`src/rtl/light_pkg.sv`:
```
// Shared types and lamp bit positions for the light mode controller.
// Used by light_mode_ctrl, which also honours the LIGHT_MODE_PEND_TIMEOUT_EN macro.
package light_pkg;

  typedef enum logic [1:0] {
    NORMAL      = 2'd0,
    PEND_FLASH  = 2'd1,
    FLASH       = 2'd2,
    PEND_NORMAL = 2'd3
  } mode_state_t;

  localparam int G_A = 0;
  localparam int Y_A = 1;
  localparam int R_A = 2;
  localparam int G_B = 3;
  localparam int Y_B = 4;
  localparam int R_B = 5;

  // Either direction showing yellow is a safe moment to hand over to flashing.
  function automatic logic any_yellow(input logic [5:0] lamps);
    return lamps[Y_A] | lamps[Y_B];
  endfunction

  function automatic logic is_flash_side(input mode_state_t s);
    return (s == FLASH) || (s == PEND_NORMAL);
  endfunction

endpackage

```
`src/rtl/btn_debounce.sv`:
```
// Pushbutton conditioner: 2-flop synchronizer, stability counter and a
// one-cycle press pulse on every accepted 0->1 transition.
module btn_debounce #(
  parameter int DB_CYCLES = 1_000_000
) (
  input  logic clk,
  input  logic reset,
  input  logic btn_raw,
  output logic press
);

  localparam int CW = (DB_CYCLES > 2) ? $clog2(DB_CYCLES) : 1;
  localparam logic [CW-1:0] DB_LAST = CW'(DB_CYCLES - 1);

  logic          sync0;
  logic          sync1;
  logic          level;
  logic [CW-1:0] db_cnt;

  // The counter only runs while the synchronized input disagrees with the
  // accepted level; any agreeing sample restarts the stability window.
  always_ff @(posedge clk or posedge reset) begin
    if (reset) begin
      sync0  <= 1'b0;
      sync1  <= 1'b0;
      level  <= 1'b0;
      db_cnt <= '0;
      press  <= 1'b0;
    end else begin
      sync0 <= btn_raw;
      sync1 <= sync0;
      press <= 1'b0;
      if (sync1 == level) begin
        db_cnt <= '0;
      end else if (db_cnt == DB_LAST) begin
        level  <= sync1;
        db_cnt <= '0;
        press  <= sync1;
      end else begin
        db_cnt <= db_cnt + 1'b1;
      end
    end
  end

endmodule

```
`src/rtl/light_mode_ctrl.sv`:
```
// Mode controller switching a traffic light between its normal sequence and flashing yellow.
// Define LIGHT_MODE_PEND_TIMEOUT_EN to force PEND_FLASH -> FLASH after PEND_MAX ticks.
module light_mode_ctrl
  import light_pkg::*;
#(
  parameter int TICK_DIV  = 50_000_000,
  parameter int DB_CYCLES = 1_000_000,
  parameter int PEND_MAX  = 32
) (
  input  logic       clk,
  input  logic       reset,
  input  logic       btn_raw,
  input  logic [5:0] lamp_in,
  output logic       tick,
  output logic       flash_sel,
  output logic       ctrl_restart,
  output logic       mode_led
);

  localparam int TW = (TICK_DIV > 2) ? $clog2(TICK_DIV) : 1;
  localparam logic [TW-1:0] TICK_LAST = TW'(TICK_DIV - 1);

  logic [TW-1:0] tick_cnt;
  logic          press;
  logic          yellow;
  logic          restart_nxt;
  mode_state_t   state;
  mode_state_t   state_nxt;

  btn_debounce #(
    .DB_CYCLES(DB_CYCLES)
  ) u_btn_debounce (
    .clk    (clk),
    .reset  (reset),
    .btn_raw(btn_raw),
    .press  (press)
  );

  always_ff @(posedge clk or posedge reset) begin
    if (reset) begin
      tick_cnt <= '0;
    end else if (tick_cnt == TICK_LAST) begin
      tick_cnt <= '0;
    end else begin
      tick_cnt <= tick_cnt + 1'b1;
    end
  end

  assign tick   = (tick_cnt == TICK_LAST);
  assign yellow = any_yellow(lamp_in);

`ifdef LIGHT_MODE_PEND_TIMEOUT_EN
  localparam logic [7:0] PEND_LIM = 8'(PEND_MAX);

  logic [7:0] pend_cnt;
  logic [7:0] pend_nxt;
  logic [7:0] pend_inc;

  assign pend_inc = (pend_cnt >= PEND_LIM) ? PEND_LIM : pend_cnt + 8'd1;
`endif

  // A press always wins over a coincident tick, so the tick-driven arms
  // are only reached from the else branch of the press test.
  always_comb begin
    state_nxt   = state;
    restart_nxt = 1'b0;
`ifdef LIGHT_MODE_PEND_TIMEOUT_EN
    pend_nxt    = pend_cnt;
`endif
    case (state)
      NORMAL: begin
        if (press) begin
          state_nxt = PEND_FLASH;
`ifdef LIGHT_MODE_PEND_TIMEOUT_EN
          pend_nxt  = 8'd0;
`endif
        end
      end
      PEND_FLASH: begin
        if (press) begin
          state_nxt = NORMAL;
        end else if (tick) begin
          if (yellow) begin
            state_nxt = FLASH;
          end else begin
`ifdef LIGHT_MODE_PEND_TIMEOUT_EN
            pend_nxt = pend_inc;
            if (pend_inc == PEND_LIM) begin
              state_nxt = FLASH;
            end
`endif
          end
        end
      end
      FLASH: begin
        if (press) begin
          state_nxt = PEND_NORMAL;
`ifdef LIGHT_MODE_PEND_TIMEOUT_EN
          pend_nxt  = 8'd0;
`endif
        end
      end
      PEND_NORMAL: begin
        if (press) begin
          state_nxt = FLASH;
        end else if (tick) begin
          state_nxt   = NORMAL;
          restart_nxt = 1'b1;
        end
      end
      default: state_nxt = NORMAL;
    endcase
  end

  // Outputs are decoded from the next state so they line up with the state register.
  always_ff @(posedge clk or posedge reset) begin
    if (reset) begin
      state        <= NORMAL;
      flash_sel    <= 1'b0;
      mode_led     <= 1'b0;
      ctrl_restart <= 1'b0;
    end else begin
      state        <= state_nxt;
      flash_sel    <= is_flash_side(state_nxt);
      mode_led     <= (state_nxt != NORMAL);
      ctrl_restart <= restart_nxt;
    end
  end

`ifdef LIGHT_MODE_PEND_TIMEOUT_EN
  always_ff @(posedge clk or posedge reset) begin
    if (reset) begin
      pend_cnt <= 8'd0;
    end else begin
      pend_cnt <= pend_nxt;
    end
  end
`endif

endmodule
```
`config.mk`:
```
export PLATFORM = sky130hd
export DESIGN_NAME = light_mode_ctrl
export DESIGN_NICKNAME = d
export VERILOG_FILES = /design/src/rtl/light_pkg.sv /design/src/rtl/btn_debounce.sv /design/src/rtl/light_mode_ctrl.sv
export SDC_FILE = /design/constraint.sdc
export NUM_CORES = 1
export LEC_CHECK = 0
export ABC_CLOCK_PERIOD_IN_PS = 5860
export CAP_MARGIN = 20
export CORE_ASPECT_RATIO = 0.75
export CORE_UTILIZATION = 25
export CTS_BUF_LIST = sky130_fd_sc_hd__clkbuf_16
export DETAILED_ROUTE_END_ITERATION = 8
export GPL_TIMING_DRIVEN = 1
export PLACE_DENSITY = 0.37
export SLEW_MARGIN = 0
export SYNTH_ARGS = -nofsm -noshare
export SYNTH_HDL_FRONTEND = slang
export SYNTH_SLANG_ARGS = --single-unit
```
`constraint.sdc`:
```
create_clock -name clk -period 5.86 [get_ports clk]
set_input_delay 0.586 -clock clk [delete_from_list [all_inputs] [get_ports clk]]
set_output_delay 0.586 -clock clk [all_outputs]
set_load 0.03 [all_outputs]
```
==> summary.txt, run 1 <==
Run status
  • Outcome: finished, final reports clean

Cells and area
  • Final nets: 277
  • Area growth syn-to-layout: 13.5%
  • Multi-input gate area: 1230 µm²
  • Commonest non-fill, non-tap cell in the layout: dfrtp_1
  • Sequential Area: 1380 µm²
  • Final instance area: a little over 3000 µm²
  • Share of cells above drive strength 1: 7.12%
  • Diodes inserted: 0
  • Most frequent cells in the layout: 55 x dfrtp_1, 29 x nor2_1, 18 x nand3_1
  • Fill cell count: 1,071

Global routing
  • GR peak layer: met1
  • Initial antenna violation count: 0
  • GR Util met3: 3.08%
  • Grt ovf: 0
  • Met1 Usage GRT: 16.7%
  • Largest net degree at the start of global routing: 56
  • Vias in the first global route: roughly 1,900
  • First-pass GRT wire length: 9490 µm
  • Met2 Track Usage GR: about 15%
  • Overall Global Routing Usage: roughly 11%

Worst hold path
  • Source of the worst hold timing path: u_btn_debounce.sync0
  • Worst hold path class: reg -> reg
  • Hold Crit Depth: 0

Floorplan
  • Die Y: 91.5 µm
  • Die width: ~120 µm
  • Rows: 32
  • Top-level port count: 13
  • Area of the core: 10,300 µm²
  • Die area: about 11,000 µm²
  • Starting Density: 25.8%

Clock network
  • Clk pin slew, worst setup/hold paths: 0.07 ns
  • Max H-tree Level: 2
  • Root Buffer: clkbuf_16
  • # hold bufs at CTS: 0
  • Worst-Skew Late Latency: between 0.2 and 0.3 ns
  • Clock buffer depth: 2
  • Post-cts resize count: 0
  • Setup bufs post-CTS: 0
  • CTS tree: built
  • Num CTS Buffers: 5
  • # clock sinks: 55

Detailed routing
  • Antenna-violating nets left: 0
  • Drt wl/cell: 13.9 µm
  • Routed WL: 5580 µm
  • Vias per inst: around 4.7
  • Vias: 1,912
  • Remaining DRCs: 0
  • DR pass1 iterations: 4
  • Initial drt markers: 150

Power
  • Maximum VDD drop: 0.106 mV
  • P_leak: 0.00124 µW
  • Final Power: 693 µW
  • Pwr dens: 229 nW/µm²

Worst setup path
  • R2r startpoint: tick_cnt[0]
  • Setup Crit Path Kind: reg -> out
  • Critical path peak fanout: 13
  • CP startpoint kind: register
  • Critical path startpoint: tick_cnt[0]
  • Required @ worst endpoint: 5.27 ns
  • Crit end category: primary output
  • Worst r2r path cells: 5
  • Critical Path AT: 3.30 ns

Yosys
  • Mapped cell area: 2670 µm²
  • Syn_area_per_cell: 10.4 µm²
  • Seq/Total Area, Yosys: 51.6%
  • Syn. warnings: 0
  • Syn nets: 268
  • Syn Inst Count: 257
  • Post-synth cell types: 44
  • Synth Register Bits: 55

Timing
  • Slew headroom: 36.7%
  • Clock skew: 0.00286 ns
  • Final Max Tran Viols: 0
  • Fmax: approximately 0.26 GHz
  • Minimum clock period: about 3.9 ns
  • RSZ-0062 raised after global routing: false
  • Final setup viols: 0
  • Fin Setup TNS: 0 ns
  • Final worst-path cycle share: between 60% and 70%
  • Final hold vios: 0
  • Slew at the pin with the worst max-slew slack: 0.946 ns

Placed design
  • GP Congestion: roughly 0.75
  • Dpl hpwl: 3670 µm
  • PortBufs: 8
  • DP Area: 2890 µm²

Job
  • Max Cap Viol: 0
per-layer routing:
layer | routed length (µm) | vias to the layer above
met2 | 2210 | 24
met5 | 0 | -
met1 | 3140 | 933
met3 | 175 | 4
met4 | 52 | 0
li1 | - | 951
power by group:
group,switching [µW],internal (µW)
clock network,136,156
registers,2.04,382
logic,12.3,5.38
total,150,543
logic make-up after synthesis:
group	after synthesis	share of synthesized area, %
AND/OR/NAND/NOR	122	26.9
AO/OA/AOI/OAI	31	6.56
adder cells (fa/ha/maj)	2	0.937
multiplexers	7	2.77
XOR/XNOR	27	8.86
flip-flops	55	51.6
buffers and inverters	13	2.39
metrics by stage:
step	util (%)	hold slack, ns	cells	setup WS (ns)
after global placement	28.0	0.333	395	2.22
after CTS	29.3	0.358	403	1.90
after global routing	29.3	0.374	403	1.75
after detailed placement	28.0	0.340	395	2.23
final	29.3	0.356	403	1.97
after floorplan	-	0.331	257	3.42
critical path: stages (launching register included):
cell and delay [ns]:
dfrtp_1 0.39, ha_1 0.21, nand3_2 0.19, or4_4 0.65
nor2_1 0.75, clkdlybuf4s50_1 0.82
cells in the mapped netlist, drive strengths merged:
master	count	area, µm²
dfrtp	55	1380
nor2	29	109
nand3	20	110
nand4	15	93.8
xor2	15	131
a21oi	12	60.1
o21ai	12	60.1
xnor2	12	105
nand2	10	37.5
or4	8	63.8
and4	6	52.6
nor3	6	30.0
or3	6	38.8
buf	5	33.8
inv	5	18.8
and2	4	26.3
and3	4	25.0
mux2i	4	40.0
o31ai	4	30.0
clkbuf	3	11.3
mux2	3	33.8
nor4b	3	41.3
ha	2	25.0
nor2b	2	12.5
nor4	2	12.5
and3b	1	8.76
nand4b	1	8.76
nand4bb	1	11.3
o21ba	1	10.0
o22ai	1	6.26
o41ai	1	8.76
or2	1	6.26
or3b	1	8.76
or4b	1	10.0
or4bb	1	11.3
final cells by class:
cell class / count / share of cell area [%]
repair buffers: 10 / 3.14
clock inverters: 3 / 0.496
flip-flops and latches: 55 / 45.4
clock buffers: 5 / 4.13
inverters: 5 / 0.620
multi-input cells: 189 / 40.6
well taps: 136 / 5.62
final timing paths:
| check | slack (ns) | endpoint |
|---|---|---|
| max | 1.97 | tick |
| min | 0.36 | u_btn_debounce.sync1 |
| max reg2reg | 3.40 | tick_cnt[12] |
| min reg2reg | 0.36 | u_btn_debounce.sync1 |
| max in group asynchronous | 4.57 | tick_cnt[25] |
| min in group asynchronous | 0.82 | tick_cnt[0] |
state kept, by name (all words and copies together) (netlist names):
name / flops
u_btn_debounce.level: 1
flash_sel: 1
u_btn_debounce.sync1: 1
u_btn_debounce.press: 1
ctrl_restart: 1
mode_led: 1
tick_cnt: 26
u_btn_debounce.sync0: 1
state: 2
u_btn_debounce.db_cnt: 20
Power figures use the tool's default switching activity.
==> run 2: changes to the inputs <==
--- a/config.mk
+++ b/config.mk
@@ -5,7 +5,7 @@
 export SDC_FILE = /design/constraint.sdc
 export NUM_CORES = 1
 export LEC_CHECK = 0
-export ABC_CLOCK_PERIOD_IN_PS = 5860
+export ABC_CLOCK_PERIOD_IN_PS = 3600
 export CAP_MARGIN = 20
 export CORE_ASPECT_RATIO = 0.75
 export CORE_UTILIZATION = 25
==> constraint.sdc (replaced) <==
create_clock -name clk -period 3.6 [get_ports clk]
set_input_delay 0.36 -clock clk [delete_from_list [all_inputs] [get_ports clk]]
set_output_delay 0.36 -clock clk [all_outputs]
set_load 0.03 [all_outputs]
==> run 2 against run 1 <==
Non-clock buffer count rose by 2. Clock power increased by 62%. Critical path depth stayed put. Final cell count up 0.50%. Core utilization is 0.11 points higher. Total power increased by 63%. Setup slack worse by 1.3 ns. Critical endpoint unchanged.
==> summary.txt, run 2 (synthesis results as in run 1) <==
Worst setup path
  • Crit end category: primary output
  • Crit-path max cell delay: 0.70 ns (-0.12 ns)
  • CP startpoint kind: register
  • Crit path max-delay family: simple AND/OR/NAND/NOR gates
  • Crit-path slowest cell: clkdlybuf4s50_1
  • Critical path peak fanout: 7 (-6)
  • Required @ worst endpoint: 3.24 ns (-2.03 ns)
  • Setup Crit Path Kind: reg -> out
  • Buf+Inv Stages, Crit Path: 1 (unchanged)
  • Critical Path AT: 2.59 ns (-0.71 ns)
  • Worst path cell trace: ha_1 -> nand3_2 -> or4_4 -> nor2_1 -> clkdlybuf4s50_1

Detailed routing
  • Vias per inst: 4.73 (-0.34%)
  • Initial drt markers: 95 (-37%)
  • Remaining DRCs: 0 (unchanged)
  • Antenna-violating nets left: 0 (unchanged)
  • DR pass1 iterations: 4 (unchanged)
  • Drt wl/cell: 13.8 µm (-0.42%)
  • Routed WL: 5590 µm (about the same)
  • Vias: 1,915 (+0.16%)

Cells and area
  • Commonest non-fill, non-tap cell in the layout: dfrtp_1
  • Biggest register: tick_cnt
  • Most frequent cells in the layout: 55 x dfrtp_1, 29 x nor2_1, 18 x nand3_1
  • Largest regs: tick_cnt x26, u_btn_debounce.db_cnt x20, state x2
  • Final nets: 279 (+0.72%)
  • Multi-input gate area: 1230 µm² (unchanged)
  • Share of cells above drive strength 1: 7.43% (+0.32 points)
  • Number of flip-flops in the largest register: 26 (unchanged)
  • Sequential Area: 1380 µm² (unchanged)
  • Fin cells: 405 (+0.50%)
  • Fill cell count: 1,088 (+1.6%)
  • Diodes inserted: 0 (unchanged)
  • Area growth syn-to-layout: 13.9%

Floorplan
  • Rows: 32 (unchanged)
  • Starting Density: 25.8% (unchanged)
  • Die area: 11,100 µm² (unchanged)
  • Area of the core: 10,300 µm² (unchanged)
  • Die width: 121 µm (unchanged)
  • Top-level port count: 13 (unchanged)
  • Die Y: 91.5 µm (unchanged)

Timing
  • Final Max Tran Viols: 0 (unchanged)
  • Fin Setup TNS: 0 ns (unchanged)
  • Fmax: 0.339 GHz
  • RSZ-0062 raised after global routing: false
  • Slew at the pin with the worst max-slew slack: 0.798 ns (-0.147 ns)
  • Final worst-path cycle share: roughly 80%
  • Minimum clock period: 2.95 ns
  • Clock skew: 0.00433 ns (+0.00147 ns)
  • Final setup viols: 0 (unchanged)
  • Final hold vios: 0 (unchanged)
  • Slew headroom: 46.4% (+9.6 points)

Global routing
  • Grt ovf: 0 (unchanged)
  • Largest net degree at the start of global routing: 41 (-27%)
  • Overall Global Routing Usage: 11.5% (+0.43 points)
  • Vias in the first global route: 1,854 (-1.1%)
  • Initial antenna violation count: 0 (unchanged)
  • First-pass GRT wire length: 9750 µm (+2.8%)

Power
  • P_int: 882 µW (+62%)
  • Sw power: 245 µW (+63%)
  • Maximum VDD drop: 0.153 mV (+44%)
  • Clock power frac: 42.0% (about the same)
  • Seq pwr share: 55.5% (about the same)
  • P_leak: 0.00125 µW (+1.2%)
  • Sw Share: 21.7% (+0.091 points)
  • Combinational share of power: 2.6% (about the same)
  • Pwr dens: 370 nW/µm² (+62%)

Clock network
  • Setup bufs post-CTS: 0 (unchanged)
  • CTS tree: built
  • Worst-Skew Late Latency: 0.29 ns (about the same)
  • Num CTS Buffers: 5 (unchanged)
  • Max H-tree Level: 2 (unchanged)
  • # hold bufs at CTS: 0 (unchanged)
  • Clock buffer depth: 2 (unchanged)
  • Post-cts resize count: 0 (unchanged)
  • Root Buffer: clkbuf_16
  • Clk pin slew, worst setup/hold paths: 0.07 ns (about the same)
  • # clock sinks: 55 (unchanged)

Run status
  • Outcome: finished, final reports clean

Placed design
  • Dpl cells: 397 (+0.51%)
  • PortBufs: 8 (unchanged)
  • Dpl hpwl: 3850 µm (+4.7%)
  • GP Congestion: 0.711 (-4.7%)

Worst hold path
  • Worst hold path class: in -> async

Job
  • Max Cap Viol: 0 (unchanged)
-- run 2: changes by cell type in the layout (fill, tap and decap cells not counted) --
| cell | previous run | this run |
|---|---|---|
| inv_1 | 4 | 5 |
| clkinvlp_4 | 1 | 0 |
| buf_4 | 2 | 4 |
-- run 2: power groups by stage --
stage | clock network (µW) | registers, µW | logic (µW)
floorplan | 0 | 636 | 18.4
global placement | 0 | 637 | 31.3
detailed placement | 0 | 637 | 31.0
CTS | 498 | 624 | 31.1
global route | 522 | 625 | 34.8
finish | 472 | 625 | 29.0
-- run 2: through the flow --
step	utilization, %	hold WS [ns]	instance area, µm²	power (µW)	setup slack (ns)
2_1_floorplan	-	0.331	2670	654	1.38
3_3_place_gp	28.1	0.334	2900	668	0.917
3_5_place_dp	28.1	0.336	2900	668	0.907
4_1_cts	29.4	0.352	3040	1150	0.577
5_1_grt	29.4	0.366	3040	1180	0.487
6_report	29.4	0.349	3040	1130	0.647
-- run 2: per-layer routing --
metal  track usage (%)  vias to the layer above  part of all wire [%]
met5                 0                        -                     0
met4              4.63                        0                   1.6
met3              3.27                        8                   3.6
met2              14.0                       26                    37
met1              18.1                      924                    57
li1                  -                      957                     -
-- run 2: worst paths after layout --
kind                                 startpoint              endpoint  slack (ns)  cells after the start
max reg2reg                         tick_cnt[0]             flash_sel        1.35                      5
min                                       reset           tick_cnt[0]        0.35                      2
max                                 tick_cnt[0]                  tick        0.65                      5
min in group clk           u_btn_debounce.sync0  u_btn_debounce.sync1        0.35                      0
min reg2reg                u_btn_debounce.sync0  u_btn_debounce.sync1        0.35                      0
max in group asynchronous                 reset              state[1]        2.39                      3
-- run 2: area by class of cell --
cell class | instances | area share [%]
multi-input combinational | 189 | 40.4
clock buffer | 5 | 4.12
tap | 136 | 5.60
clock inverter | 3 | 0.370
inverter | 5 | 0.617
timing repair buffer | 12 | 3.62
sequential | 55 | 45.3
==> run 3: changes to the inputs <==
--- a/config.mk
+++ b/config.mk
@@ -5,7 +5,7 @@
 export SDC_FILE = /design/constraint.sdc
 export NUM_CORES = 1
 export LEC_CHECK = 0
-export ABC_CLOCK_PERIOD_IN_PS = 3600
+export ABC_CLOCK_PERIOD_IN_PS = 3000
 export CAP_MARGIN = 20
 export CORE_ASPECT_RATIO = 0.75
 export CORE_UTILIZATION = 25
==> constraint.sdc (replaced) <==
create_clock -name clk -period 3 [get_ports clk]
set_input_delay 0.3 -clock clk [delete_from_list [all_inputs] [get_ports clk]]
set_output_delay 0.3 -clock clk [all_outputs]
set_load 0.03 [all_outputs]
==> run 3 against run 2 <==
Worst hold slack hardly changed. Largest power group unchanged. Via count shrank 2.6%. Final area decreased by 0.41%.
==> summary.txt, run 3 (synthesis results as in run 1) <==
Run status
  • Outcome: finished, final reports clean

Worst setup path
  • Crit-path max cell delay: 0.64 ns (-0.06 ns)
  • Critical path peak fanout: 7 (unchanged)
  • Critical Path AT: 2.12 ns (-0.47 ns)
  • Crit path max-delay family: simple AND/OR/NAND/NOR gates
  • Setup Crit Path Kind: reg -> out
  • Required @ worst endpoint: 2.70 ns (-0.54 ns)
  • Worst path cell trace: ha_1 -> nand3_2 -> or4_4 -> nor2_1 -> buf_4
  • Crit-path slowest cell: or4_4
  • Buf+Inv Stages, Crit Path: 1 (unchanged)
  • Crit end category: primary output
  • CP startpoint kind: register

Floorplan
  • Area of the core: 10,300 µm² (unchanged)
  • Die width: 121 µm (unchanged)
  • Die Y: 91.5 µm (unchanged)
  • Top-level port count: 13 (unchanged)
  • Die area: 11,100 µm² (unchanged)
  • Rows: 32 (unchanged)
  • Starting Density: 25.8% (unchanged)

Detailed routing
  • Routed WL: 5590 µm (+0.11%)
  • Vias: 1,866 (-2.6%)
  • Antenna-violating nets left: 0 (unchanged)
  • DR pass1 iterations: 4 (unchanged)
  • Drt wl/cell: 13.9 µm (+0.60%)
  • Remaining DRCs: 0 (unchanged)
  • Initial drt markers: 49 (-48%)
  • Vias per inst: 4.63 (-2.1%)

Global routing
  • Grt ovf: 0 (unchanged)
  • Largest net degree at the start of global routing: 56 (+37%)
  • Overall Global Routing Usage: 11.4% (-0.078 points)
  • Vias in the first global route: 1,867 (+0.70%)
  • Initial antenna violation count: 0 (unchanged)
  • First-pass GRT wire length: 9870 µm (+1.2%)

Clock network
  • Num CTS Buffers: 5 (unchanged)
  • Clock buffer depth: 2 (unchanged)
  • Post-cts resize count: 0 (unchanged)
  • Root Buffer: clkbuf_16
  • CTS tree: built
  • # hold bufs at CTS: 0 (unchanged)
  • Worst-Skew Late Latency: 0.29 ns (about the same)
  • Max H-tree Level: 2 (unchanged)
  • Clk pin slew, worst setup/hold paths: 0.07 ns (about the same)
  • # clock sinks: 55 (unchanged)
  • Setup bufs post-CTS: 0 (unchanged)

Cells and area
  • Area growth syn-to-layout: 13.5%
  • Most frequent cells in the layout: 55 x dfrtp_1, 29 x nor2_1, 18 x nand3_1
  • Number of flip-flops in the largest register: 26 (unchanged)
  • Diodes inserted: 0 (unchanged)
  • Fin cells: 403 (-0.49%)
  • Share of cells above drive strength 1: 7.87% (+0.43 points)
  • Largest regs: tick_cnt x26, u_btn_debounce.db_cnt x20, state x2
  • Commonest non-fill, non-tap cell in the layout: dfrtp_1
  • Final nets: 278 (-0.36%)
  • Biggest register: tick_cnt

Timing
  • Fin Setup TNS: 0 ns (unchanged)
  • Final Max Tran Viols: 0 (unchanged)
  • Clock skew: 0.00476 ns (+0.000431 ns)
  • Slew headroom: 47.2% (+0.88 points)
  • Final setup viols: 0 (unchanged)
  • Final worst-path cycle share: 80.8%
  • RSZ-0062 raised after global routing: false
  • Fmax: about 0.41 GHz
  • Final hold vios: 0 (unchanged)
  • Slew at the pin with the worst max-slew slack: 0.785 ns (-0.0131 ns)
  • Minimum clock period: 2.42 ns

Power
  • Pwr dens: 441 nW/µm² (+19%)
  • Maximum VDD drop: 0.221 mV (+45%)
  • P_leak: 0.00125 µW (-0.41%)

Job
  • Max Cap Viol: 0 (unchanged)

Placed design
  • Dpl hpwl: 3810 µm (-0.90%)
  • PortBufs: 8 (unchanged)
  • Dpl cells: 396 (-0.25%)
  • GP Congestion: 0.723 (+1.7%)

Worst hold path
  • Worst hold path class: reg -> reg
## run 3: cell count changes in the layout (fill, tap and decap cells not counted)
cell,previous run,this run
clkinv_1,2,1
clkdlybuf4s50_1,8,7
inv_1,5,4
clkinv_2,0,1
## run 3: metal layers
| layer | GRT usage, % | share of wire, % | vias to the layer above |
|---|---|---|---|
| li1 | - | - | 956 |
| met3 | 3.39 | 4.0 | 2 |
| met5 | 0 | 0 | - |
| met2 | 14.8 | 40 | 22 |
| met1 | 17.7 | 56 | 886 |
| met4 | 3.40 | 0.59 | 0 |
## run 3: layout make-up
class                   count  area [µm²]
multi-input cells         189        1230
inverters                   5        18.8
flip-flops and latches     55        1380
fillers                  1097        7300
well taps                 136         170
clock inverters             2        8.76
repair buffers             11         100
clock buffers               5         125
## run 3: final timing paths
kind	from	to	slack, ns	depth (start not counted)
setup / recovery	tick_cnt[0]	tick	0.58	5
hold / removal	u_btn_debounce.sync0	u_btn_debounce.sync1	0.35	0
setup reg to reg	tick_cnt[0]	state[1]	0.73	5
hold reg to reg	u_btn_debounce.sync0	u_btn_debounce.sync1	0.35	0
max in group asynchronous	reset	mode_led	1.99	3
min in group asynchronous	reset	tick_cnt[2]	0.52	3
## run 3: report_power, final
group	internal, µW	leakage [µW]	switching, µW
Sequential	746	0.000737	3.93
Combinational	10.6	0.000442	24.2
Clock	301	0.0000671	251
Total	1060	0.00125	279
## run 3: worst register-to-register path: stages (launching register included)
cell and delay (ns):
dfrtp_1 0.39, ha_1 0.21, nand3_2 0.19, or4_4 0.65, nor4b_4 0.36, mux2_1 0.36
## run 3: stage by stage
stage	instance area (µm²)	setup slack [ns]	util, %	hold WS, ns	total power, µW
after global placement	2890	0.722	28.0	0.334	801
after CTS	3030	0.517	29.3	0.351	1380
final	3030	0.575	29.3	0.349	1340
after global routing	3030	0.408	29.3	0.378	1410
after floorplan	2670	0.843	-	0.331	785
after detailed placement	2890	0.699	28.0	0.335	801
